==> src/rtl/uart_rx_fsm.sv <==
// UART receive frame sequencer: start detection, oversample edge and bit
// counting, checker/deserializer strobes and DATA_VALID for clean frames.
module uart_rx_fsm #(
    parameter int unsigned DATA_WIDTH = 8,
    parameter int unsigned PRESCALE_W = 6
) (
    input  logic                          CLK,
    input  logic                          RST,
    input  logic                          RX_IN,
    input  logic                          PAR_EN,
    input  logic [PRESCALE_W-1:0]         PRESCALE,
    input  logic                          STRT_GLITCH,
    input  logic                          PAR_ERR,
    input  logic                          STP_ERR,
    output logic [PRESCALE_W-1:0]         EDGE_CNT,
    output logic [$clog2(DATA_WIDTH)-1:0] BIT_CNT,
    output logic                          DAT_SAMP_EN,
    output logic                          STRT_CHK_EN,
    output logic                          DESER_EN,
    output logic                          PAR_CHK_EN,
    output logic                          STP_CHK_EN,
    output logic                          DATA_VALID
);

    localparam int unsigned      BIT_W    = $clog2(DATA_WIDTH);
    localparam logic [BIT_W-1:0] BIT_LAST = BIT_W'(DATA_WIDTH - 1);

    typedef enum logic [2:0] {
        S_IDLE,
        S_START,
        S_DATA,
        S_PARITY,
        S_STOP
    } state_t;

    state_t                state;
    logic [PRESCALE_W-1:0] prescale_q;
    logic                  par_en_q;
    logic                  par_err_q;

    logic [PRESCALE_W-1:0] mid;
    logic [PRESCALE_W-1:0] last;
    logic [PRESCALE_W-1:0] edge_nxt;
    logic                  at_last;
    logic                  at_mid_nxt;

    // Bit timing from the prescale captured at start detection
    always_comb begin
        mid        = (prescale_q >> 1) + PRESCALE_W'(2);
        last       = prescale_q - PRESCALE_W'(1);
        at_last    = (EDGE_CNT == last);
        edge_nxt   = at_last ? '0 : EDGE_CNT + PRESCALE_W'(1);
        at_mid_nxt = (edge_nxt == mid);
    end

    // Strobes are registered one cycle ahead so they line up with EDGE_CNT==MID
    always_ff @(posedge CLK or negedge RST) begin
        if (!RST) begin
            state       <= S_IDLE;
            prescale_q  <= '0;
            par_en_q    <= 1'b0;
            par_err_q   <= 1'b0;
            EDGE_CNT    <= '0;
            BIT_CNT     <= '0;
            DAT_SAMP_EN <= 1'b0;
            STRT_CHK_EN <= 1'b0;
            DESER_EN    <= 1'b0;
            PAR_CHK_EN  <= 1'b0;
            STP_CHK_EN  <= 1'b0;
            DATA_VALID  <= 1'b0;
        end else begin
            STRT_CHK_EN <= 1'b0;
            DESER_EN    <= 1'b0;
            PAR_CHK_EN  <= 1'b0;
            STP_CHK_EN  <= 1'b0;
            DATA_VALID  <= 1'b0;
            case (state)
                S_IDLE: begin
                    EDGE_CNT    <= '0;
                    BIT_CNT     <= '0;
                    DAT_SAMP_EN <= 1'b0;
                    par_err_q   <= 1'b0;
                    if (!RX_IN) begin
                        state       <= S_START;
                        EDGE_CNT    <= PRESCALE_W'(1);
                        DAT_SAMP_EN <= 1'b1;
                        prescale_q  <= PRESCALE;
                        par_en_q    <= PAR_EN;
                    end
                end
                S_START: begin
                    EDGE_CNT    <= edge_nxt;
                    STRT_CHK_EN <= at_mid_nxt;
                    if (at_last) begin
                        if (STRT_GLITCH) begin
                            state       <= S_IDLE;
                            DAT_SAMP_EN <= 1'b0;
                        end else begin
                            state   <= S_DATA;
                            BIT_CNT <= '0;
                        end
                    end
                end
                S_DATA: begin
                    EDGE_CNT <= edge_nxt;
                    DESER_EN <= at_mid_nxt;
                    if (at_last) begin
                        if (BIT_CNT != BIT_LAST) begin
                            BIT_CNT <= BIT_CNT + BIT_W'(1);
                        end else if (par_en_q) begin
                            state <= S_PARITY;
                        end else begin
                            state <= S_STOP;
                        end
                    end
                end
                S_PARITY: begin
                    EDGE_CNT   <= edge_nxt;
                    PAR_CHK_EN <= at_mid_nxt;
                    if (at_last) begin
                        par_err_q <= PAR_ERR;
                        state     <= S_STOP;
                    end
                end
                S_STOP: begin
                    EDGE_CNT   <= edge_nxt;
                    STP_CHK_EN <= at_mid_nxt;
                    if (at_last) begin
                        state       <= S_IDLE;
                        DAT_SAMP_EN <= 1'b0;
                        BIT_CNT     <= '0;
                        par_err_q   <= 1'b0;
                        DATA_VALID  <= !STP_ERR && !par_err_q;
                    end
                end
                default: begin
                    state       <= S_IDLE;
                    EDGE_CNT    <= '0;
                    BIT_CNT     <= '0;
                    DAT_SAMP_EN <= 1'b0;
                end
            endcase
        end
    end

endmodule

==> config.mk <==
export PLATFORM = sky130hd
export DESIGN_NAME = uart_rx_fsm
export DESIGN_NICKNAME = d
export VERILOG_FILES = /design/src/rtl/uart_rx_fsm.sv
export SDC_FILE = /design/constraint.sdc
export NUM_CORES = 1
export LEC_CHECK = 0
export BUFFER_PORTS_ARGS = -buffer_cell sky130_fd_sc_hd__buf_2
export CAP_MARGIN = 40
export CORE_MARGIN = 2
export CORE_UTILIZATION = 50
export CTS_BUF_LIST = sky130_fd_sc_hd__clkbuf_16
export DETAILED_ROUTE_END_ITERATION = 12
export GPL_TIMING_DRIVEN = 0
export PLACE_DENSITY = 0.84
export SYNTH_ARGS = -nofsm -noshare
export SYNTH_HDL_FRONTEND = slang
export SYNTH_SLANG_ARGS = --single-unit
==> constraint.sdc <==
create_clock -name CLK -period 2.2 [get_ports CLK]
set_input_delay 0.11 -clock CLK [delete_from_list [all_inputs] [get_ports CLK]]
set_output_delay 0.11 -clock CLK [all_outputs]
set_load 0.05 [all_outputs]
==> flow_summary.yaml, run 1 <==
floorplanning:
  rows: 20
  ios: 28
  start_util_pct: 52.60
  die_area_um2: 3709
  fp.dieW_um: 60.91
  core_region_area_um2: 3078
  die_y_um: 60.91
detailed_routing:
  vias: 1521
  antenna_left: 0
  drc: 0
  drt_iter0_markers: 103
  wirelength_mm: 4.573
  vias_per_cell: 5.988
  drt-wirelength-per-cell_um: 18.00
  drtPass1Iterations: 4
finish:
  syn2layout_area_growth_pct: 40.34
  nFillCells: 203
  utilization_pct: 73.82
  final_cell_count_no_fill: 254
  fin_nets: 231
  drive_above_1_share_pct: 45.71
  n_antenna_cell: 0
place:
  dp_cells: 235
  place_congestion: 0.7955
  post-dp-hpwl_mm: 2.548
  port_buffers: 27
timing:
  timing.final.crit_share_pct: 101.7
  finalSetupViolCount: 2
  tns_ns: -0.04177
  fin_ws_ns: -0.03801
  max_slew_margin_pct: 61.32
  layout_min_cycle_time_ns: 2.238
  tightest_slew_ns: 0.5803
  hold_ws_ns: 0.05096
  maxSlewViolCount: 0
  fin_skew_ns: 0.003479
  finalHoldViolations: 0
  rsz0062_at_grt: "true"
  fmax_mhz: 446.8
worst_setup_path:
  cp_max_fo: 8
  critPathLaunchType: "register"
  cp_data_arrival_time_ns: 2.43
  cp-end-kind: "register"
  worst-setup-path-type: "reg -> reg"
  crit_required_ns: 2.39
global_route:
  track_usage_pct: 24.71
  gr-total-overflow: 0
  grt_pass1_vias: 1471
  grt_max_degree: 27
  antenna_found_initial: 0
  grt_pass1_wl_mm: 6.727
power_and_ir_drop:
  power_density_nw_per_um2: 1748
  p_leak_nw: 1.008
  peakVddDrop_uv: 981.9
clock_tree:
  cts_root_buf: "clkbuf_16"
  cts_tree: "built"
  h-tree-depth: 1
  clkLatencyLatePin_ns: 0.27
  cts_buffer_depth: 2
  cts.sinks: 26
  cts-buffers-inserted: 3
  clk_pin_slew_ns: 0.07
outcome:
  violations: "setup timing"
  outcome: "finished, violations left"
synthesis:
  synth_edf_count: 0
  synthCells: 164
  yosys_warnings: 0
  syn_avg_cell_area_um2: 9.872
  synth_top_area_cell: "dfrtp_1"
  synth_top_area_share_pct: 40.19
  synth_seq_cells: 26
  yosysSeqAreaShare_pct: 40.19
  syn_area_um2: 1619
  synthFlopType: "dfrtp_1"
  async_flop_share_pct: 100.0
  syn-num-nets: 184
  yosysUniqueCellTypes: 42
  synth.area.top_cells: "dfrtp_1 40%, xor2_1 6.0%, ha_1 5.4%, nand2_1 3.7%, nor4_1 3.1%"
hold_path:
  hp-class: "in -> reg"
run:
  max_cap_violations: 0
[final timing paths]
kind,cells after the start,endpoint,from,slack (ns)
worst max register to register,8,state[1]$_DFFE_PN0P_,prescale_q[3]$_DFFE_PN0P_,-0.04
worst min-delay path,3,prescale_q[1]$_DFFE_PN0P_,PRESCALE[1],0.05
min in group asynchronous,2,prescale_q[4]$_DFFE_PN0P_,RST,0.38
worst max-delay path,8,state[1]$_DFFE_PN0P_,prescale_q[3]$_DFFE_PN0P_,-0.04
worst min register to register,1,DATA_VALID$_DFF_PN0_,par_err_q$_DFFE_PN0P_,0.50
max in group asynchronous,2,EDGE_CNT[3]$_DFF_PN0_,RST,1.40
[routing by layer]
metal	GRT usage [%]	vias to the layer above	wire, um
met3	4.051	12	337
li1	-	686	-
met4	6.832	0	88
met2	41.17	80	2225
met5	0	-	0
met1	33.42	743	1922
[Yosys cell counts, types with 2 or more instances]
| cell | instances |
|---|---|
| o21ai_0 | 10 |
| a32oi_1 | 3 |
| a21oi_1 | 5 |
| nand2_1 | 16 |
| or2_2 | 3 |
| nand2b_1 | 2 |
| o31ai_1 | 2 |
| buf_6 | 3 |
| inv_1 | 9 |
| nor3_1 | 5 |
| or3_1 | 2 |
| and2_1 | 3 |
| nor4_1 | 8 |
| nor2_1 | 7 |
| o22ai_1 | 3 |
| dfrtp_1 | 26 |
| xnor2_1 | 5 |
| nand3_1 | 7 |
| xor2_1 | 11 |
| clkbuf_1 | 3 |
| a22o_1 | 2 |
| mux2_2 | 3 |
| ha_1 | 7 |
[report_power, final]
part	internal [mW]	total (mW)	switching (mW)
clock network	0.362	0.537	0.174
registers	0.621	0.813	0.191
logic	1.07	2.62	1.55
[layout by cell type, fill, tap and decap left out, types with 3 or more instances in the layout]
master,netlist,final
buf_2,0,27
dfrtp_1,26,19
nand2_1,16,15
buf_4,0,13
xor2_1,11,10
o21ai_0,10,10
dfrtp_2,0,7
nor2_1,7,7
inv_1,9,6
nand3_1,7,6
ha_1,7,5
nor4_1,8,4
nor4_2,1,4
buf_6,3,3
xnor2_1,5,3
and2_1,3,3
mux2_2,3,3
a21oi_1,5,3
o22ai_1,3,3
clkbuf_16,0,3
[metrics by stage]
step                cell area [um^2]  power [mW]  worst slack [ns]
floorplan                       1643       2.133          0.005084
global placement                1833       2.443           -0.2307
detailed placement              1833       2.483           -0.2799
CTS                             2073       3.330          -0.01680
global route                    2272       4.178           -0.1024
finish                          2272       3.972          -0.03801
[what timing repair did]
action,4_1_cts,5_1_grt
endpoints found under the setup margin,18,22
endpoints found under the hold margin,27,0
gates resized for setup,13,30
pin swaps,1,3
hold buffers,2,0
buffers inserted,9,4
[registers in the layout, summed over array words and instances, names as in the netlist]
| signal | cells |
|---|---|
| prescale_q | 6 |
| STRT_CHK_EN | 1 |
| par_en_q | 1 |
| DESER_EN | 1 |
| DAT_SAMP_EN | 1 |
| PAR_CHK_EN | 1 |
| EDGE_CNT | 6 |
| STP_CHK_EN | 1 |
| DATA_VALID | 1 |
| state | 3 |
| BIT_CNT | 3 |
| par_err_q | 1 |
[cell families after synthesis]
| logic type | synth area share, % |
|---|---|
| compound gates | 15.38 |
| xor+xnor | 12.13 |
| fa+ha+maj | 5.409 |
| buf+inv | 4.868 |
| flops | 40.19 |
| mux | 2.086 |
| simple gates | 19.94 |
[cell type report]
type / instances / area, um^2 / area share (%)
multi-input combinational: 123 / 1117 / 49.17
sequential: 26 / 659.4 / 29.02
timing repair buffer: 42 / 252.7 / 11.12
clock buffer: 3 / 75.07 / 3.304
tap: 44 / 55.05 / 2.423
buffer: 6 / 46.29 / 2.037
inverter: 9 / 36.28 / 1.597
clock inverter: 1 / 30.03 / 1.322
[critical path, stage by stage, from the launching register on]
cell and delay, ns:
dfrtp_2 0.46, buf_4 0.16, nor2_1 0.15, nand2_2 0.11, xnor2_4 0.22, or3_1 0.36, buf_6 0.16, or4_4 0.42
a21oi_2 0.13
No activity file was read; power rests on OpenSTA's default activity.
==> inputs of run 2 (changes only) <==
--- a/config.mk
+++ b/config.mk
@@ -8,11 +8,11 @@
 export BUFFER_PORTS_ARGS = -buffer_cell sky130_fd_sc_hd__buf_2
 export CAP_MARGIN = 40
 export CORE_MARGIN = 2
-export CORE_UTILIZATION = 50
+export CORE_UTILIZATION = 35
 export CTS_BUF_LIST = sky130_fd_sc_hd__clkbuf_16
 export DETAILED_ROUTE_END_ITERATION = 12
 export GPL_TIMING_DRIVEN = 0
-export PLACE_DENSITY = 0.84
+export PLACE_DENSITY = 0.65
 export SYNTH_ARGS = -nofsm -noshare
 export SYNTH_HDL_FRONTEND = slang
 export SYNTH_SLANG_ARGS = --single-unit
==> run 2 against run 1 <==
  * The run ends with hold timing, setup timing left
  * Global-route usage decreased by 7.5 points
  * Clock skew rose by 0.0022 ns
  * Sequential power is 2% lower
==> flow_summary.yaml, run 2 (synthesis gave the netlist of run 1 again) <==
place:
  port_buffers: 27
  post-dp-hpwl_mm: 2.788
  dp_slack_ns: -0.2893
  place_congestion: 0.8994
  dp_cells: 243
  place_area_um2: 1843
clock_tree:
  clkLatencyLatePin_ns: 0.27
  cts.sinks: 26
  clk_pin_slew_ns: 0.07
  cts-buffers-inserted: 3
  cts_tree: "built"
  cts_buffer_depth: 2
  h-tree-depth: 1
  cts_root_buf: "clkbuf_16"
detailed_routing:
  m1WireLength_mm: 1.877
  antenna_left: 0
  vias: 1447
  wl_met2_mm: 2.058
  drtPass1Iterations: 5
  dr.max_layer_used: "met4"
  wirelength_mm: 4.222
  vias_per_cell: 5.502
  drc: 0
  wl_met3_um: 211
  drt-wirelength-per-cell_um: 16.05
  drt_iter0_markers: 123
timing:
  max_slew_margin_pct: 60.38
  hold_ws_ns: -0.005837
  finalHoldViolations: 1
  rsz0062_at_grt: "true"
  tightest_slew_ns: 0.5943
  tns_ns: -0.06322
  timing.final.crit_share_pct: 102.1
  maxSlewViolCount: 0
  fin_ws_ns: -0.04613
  fin_skew_ns: 0.005718
  layout_min_cycle_time_ns: 2.246
  finalSetupViolCount: 2
  fmax_mhz: 445.2
worst_setup_path:
  cp_data_arrival_time_ns: 2.44
  r2r_start: "prescale_q[1]$_DFFE_PN0P_"
  slowest_stage: "dfrtp_2"
  critPathMaxStageDelay_ns: 0.44
  worst-setup-path-type: "reg -> reg"
  crit_chain: "inv_2 > ha_4 > xor2_2 > nand4b_4 > or3_4 > buf_8 > or4_1 > a21oi_2"
  path_depth: 8
  cp_top_family: "simple AND/OR/NAND/NOR gates"
  critPathLaunch: "prescale_q[1]$_DFFE_PN0P_"
  crit_required_ns: 2.40
  crit_end: "state[1]$_DFFE_PN0P_"
  cp_max_fo: 5
  cp-end-kind: "register"
  reg2reg_depth: 8
  reg2reg_to: "state[1]$_DFFE_PN0P_"
  r2r_slack_ns: -0.05
  critPathLaunchType: "register"
  cp.buffers_inverters: 2
finish:
  final_common_cell: "buf_2"
  drive_above_1_share_pct: 43.60
  fin_nets: 232
  nFillCells: 408
  n_antenna_cell: 0
  layout_common_cells: "28 x buf_2, 19 x dfrtp_1, 16 x nand2_1, 14 x buf_4"
  final_cell_count_no_fill: 263
  fin_area_um2: 2241
  utilization_pct: 50.77
  multi_input_area_um2: 1074
  top_regs: "EDGE_CNT x6, prescale_q x6"
  regArea_um2: 659.4
  syn2layout_area_growth_pct: 38.41
power_and_ir_drop:
  total_power_mw: 3.855
  power_density_nw_per_um2: 1720
  p_leak_nw: 0.9990
  peakVddDrop_uv: 617.6
run:
  max_cap_violations: 0
floorplanning:
  die_area_um2: 5186
  ios: 28
  fp.dieW_um: 72.02
  start_util_pct: 36.68
  rows: 24
  die_y_um: 72.02
  core_region_area_um2: 4414
global_route:
  grt_pass1_vias: 1456
  gr-total-overflow: 0
  grt_max_degree: 27
  grt_pass1_wl_mm: 6.906
  track_usage_pct: 17.18
  antenna_found_initial: 0
hold_path:
  hp-class: "in -> reg"
  hold_path_depth: 2
outcome:
  violations: "hold timing, setup timing"
  outcome: "finished, violations left"
[run 2: cell count changes in the layout (fill, tap and decap cells not counted), sizes merged]
cell         change
buf              +2
dlygate4sd3      -1
[run 2: routing by layer]
metal	track usage (%)	vias to the layer above
li1	-	693
met1	24.03	696
met2	27.16	52
met3	2.361	6
met4	6.499	0
met5	0	-
[run 2: final cells by class]
cell class,count,area share (%)
Buffer,6,2.178
Clock buffer,3,3.350
Clock inverter,1,1.340
Inverter,9,1.508
Multi-Input combinational cell,123,47.91
Sequential cell,26,29.42
Tap cell,52,2.903
Timing Repair Buffer,43,11.39
[run 2: where the power goes]
group / internal, mW / total [mW] / leakage (nW) / switching, mW
Combinational: 1.10 / 2.52 / 0.616 / 1.42
Sequential: 0.621 / 0.798 / 0.332 / 0.177
Clock: 0.363 / 0.541 / 0.0511 / 0.179
[run 2: worst min path at each step]
stage | endpoint | slack [ns] | startpoint
2_1_floorplan | BIT_CNT[0]$_DFFE_PN0P_ | -0.19 | RST
3_3_place_gp | prescale_q[4]$_DFFE_PN0P_ | 0.16 | RST
5_1_grt | DATA_VALID$_DFF_PN0_ | 0.004 | STP_ERR
3_5_place_dp | prescale_q[4]$_DFFE_PN0P_ | 0.16 | RST
6_report | DATA_VALID$_DFF_PN0_ | -0.006 | STP_ERR
4_1_cts | DATA_VALID$_DFF_PN0_ | 0.002 | STP_ERR
[run 2: what timing repair did]
action | CTS | global route
setup buffers | 10 | 4
hold buffers | 1 | 0
pin swaps | 3 | 4
endpoints found under the setup margin | 18 | 19
cloned | 1 | 0
resized for setup | 16 | 18
endpoints found under the hold margin | 26 | 0
==> inputs of run 3 (changes only) <==
--- a/config.mk
+++ b/config.mk
@@ -7,9 +7,10 @@
 export LEC_CHECK = 0
 export BUFFER_PORTS_ARGS = -buffer_cell sky130_fd_sc_hd__buf_2
 export CAP_MARGIN = 40
+export CORE_ASPECT_RATIO = 0.75
 export CORE_MARGIN = 2
 export CORE_UTILIZATION = 35
-export CTS_BUF_LIST = sky130_fd_sc_hd__clkbuf_16
+export CTS_BUF_LIST = sky130_fd_sc_hd__clkbuf_4 sky130_fd_sc_hd__clkbuf_8 sky130_fd_sc_hd__clkbuf_16
 export DETAILED_ROUTE_END_ITERATION = 12
 export GPL_TIMING_DRIVEN = 0
 export PLACE_DENSITY = 0.65
==> constraint.sdc (replaced) <==
create_clock -name CLK -period 2.2 [get_ports CLK]
set_input_delay 0.44 -clock CLK [delete_from_list [all_inputs] [get_ports CLK]]
set_output_delay 0.44 -clock CLK [all_outputs]
set_load 0.05 [all_outputs]
==> run 3 against run 2 <==
  * Power decreased by 8.4%
  * Worst hold slack improved by 0.17 ns
  * The run ends with setup timing left
  * Final cell count increased by 1.1%
  * Clock power decreased by 43%
  * Cell area decreased by 2.9%
  * Critical path depth increased by 1
  * First-iteration DRC count decreased by 37%
  * Maximum frequency increased by 0.75%
  * Sequential power decreased by 2%
  * Wire length increased by 0.62%
  * Sequential cell count unchanged
==> flow_summary.yaml, run 3 (synthesis gave the netlist of run 1 again) <==
detailed_routing:
  wirelength_mm: 4.248
  drt_iter0_markers: 78
  vias: 1431
  drtPass1Iterations: 4
  drt-wirelength-per-cell_um: 15.97
  vias_per_cell: 5.380
  antenna_left: 0
  drc: 0
worst_setup_path:
  worst-setup-path-type: "reg -> reg"
  critPathLaunchType: "register"
  crit_top_cell: "a21oi_2"
  cp_data_arrival_time_ns: 2.43
  cp_top_family: "simple AND/OR/NAND/NOR gates"
  critPathMaxStageDelay_ns: 0.45
  cp_max_fo: 5
  crit_required_ns: 2.40
  cp-end-kind: "register"
  cp.buffers_inverters: 2
  crit_chain: "inv_2 > ha_4 > nand2b_4 > a21oi_2 > nand4b_4 > or3_4 > buf_6 > or4_4 > a21oi_2"
  slowest_stage: "dfrtp_2"
floorplanning:
  die_y_um: 62.90
  start_util_pct: 36.25
  core_region_area_um2: 4467
  die_area_um2: 5191
  fp.dieW_um: 82.54
  ios: 28
  rows: 21
power_and_ir_drop:
  p_sw_mw: 1.722
  swShare_pct: 48.74
  p_leak_nw: 0.9709
  seqPwrFrac_pct: 22.2
  combPwrFrac_pct: 69.0
  power_density_nw_per_um2: 1624
  clkPwrFrac_pct: 8.8
  intPower_mw: 1.811
  peakVddDrop_uv: 717.9
global_route:
  track_usage_pct: 17.44
  gr-total-overflow: 0
  antenna_found_initial: 0
  grt_pass1_wl_mm: 6.927
  grt_max_degree: 27
  grt_pass1_vias: 1384
timing:
  tns_ns: -0.03687
  hold_ws_ns: 0.1597
  fin_skew_ns: 0.005421
  finalSetupViolCount: 2
  maxSlewViolCount: 0
  fin_ws_ns: -0.02931
  fmax_mhz: 448.6
  layout_min_cycle_time_ns: 2.229
  timing.final.crit_share_pct: 101.3
  max_slew_margin_pct: 60.88
  rsz0062_at_grt: "true"
  tightest_slew_ns: 0.5868
  finalHoldViolations: 0
clock_tree:
  cts.sinks: 26
  cts_root_buf: "clkbuf_8"
  cts_tree: "built"
  cts_buffer_depth: 2
  clkLatencyLatePin_ns: 0.27
  clk_pin_slew_ns: 0.09
  hold_buffers: 0
  cts-buffers-inserted: 3
  h-tree-depth: 1
finish:
  final_common_cell: "buf_2"
  fin_area_um2: 2176
  n_antenna_cell: 0
  top_regs: "EDGE_CNT x6, prescale_q x6"
  fin_nets: 230
  layout_common_cells: "28 x buf_2, 19 x dfrtp_1, 15 x nand2_1, 13 x buf_4, 10 x o21ai_0"
  drive_above_1_share_pct: 44.02
  syn2layout_area_growth_pct: 34.39
place:
  place_congestion: 0.9208
  dp_slack_ns: -0.3036
  place_area_um2: 1849
  post-dp-hpwl_mm: 2.872
  port_buffers: 27
outcome:
  outcome: "finished, violations left"
  violations: "setup timing"
hold_path:
  hp-class: "in -> async"
run:
  max_cap_violations: 0
-- run 3: worst register-to-register path, delay by kind of cell, from the launching register on --
family                     cells  cell delay, ns
AOI/OAI and AO/OA              2            0.17
buffers and inverters          2            0.23
and+or+nand+nor                4            1.14
DFF                            1            0.45
adders and majority gates      1            0.15
-- run 3: cell type report --
class / count / area, um^2
Tap cell: 57 / 71.32
Sequential cell: 26 / 659.4
Fill cell: 438 / 2291
Timing Repair Buffer: 41 / 237.7
Multi-Input combinational cell: 123 / 1071
Buffer: 6 / 45.04
Inverter: 9 / 36.28
Clock buffer: 4 / 55.05
-- run 3: final timing paths --
kind                                                start                   endpoint  slack (ns)  cells after the start
worst max-delay path            prescale_q[1]$_DFFE_PN0P_       state[1]$_DFFE_PN0P_       -0.03                      9
worst min-delay path                                  RST      EDGE_CNT[2]$_DFF_PN0_        0.16                      1
worst max register to register  prescale_q[1]$_DFFE_PN0P_       state[1]$_DFFE_PN0P_       -0.03                      9
worst min register to register      par_err_q$_DFFE_PN0P_       DATA_VALID$_DFF_PN0_        0.48                      1
max in group asynchronous                             RST  prescale_q[2]$_DFFE_PN0P_        1.62                      1
min in group CLK                                  STP_ERR       DATA_VALID$_DFF_PN0_        0.32                      2
-- run 3: layer usage --
| layer | GRT usage, % | up-vias | part of all wire, % |
|---|---|---|---|
| li1 | - | 685 | - |
| met1 | 26.48 | 688 | 47 |
| met2 | 26.11 | 52 | 45 |
| met3 | 3.468 | 6 | 6.1 |
| met4 | 2.459 | 0 | 1.2 |
| met5 | 0 | - | 0 |
-- run 3: repair_timing --
| item | 4_1_cts | 5_1_grt |
|---|---|---|
| pin swaps | 6 | 6 |
| resized for setup | 18 | 17 |
| cloned | 1 | 0 |
| setup endpoints to repair | 18 | 18 |
| setup buffers | 9 | 4 |
-- run 3: metrics by stage --
stage	util (%)	power, mW	cells
floorplan	-	2.133	164
global placement	41.40	2.478	248
detailed placement	41.40	2.518	248
CTS	46.16	3.233	262
global route	48.71	3.778	266
finish	48.71	3.533	266
-- run 3: power by group through the flow --
stage,clock network (mW),registers [mW],logic [mW]
after global routing,0.349,0.805,2.62
final,0.310,0.783,2.44
after floorplan,0,0.910,1.22
after global placement,0,0.781,1.70
after detailed placement,0,0.787,1.73
after CTS,0.329,0.785,2.12
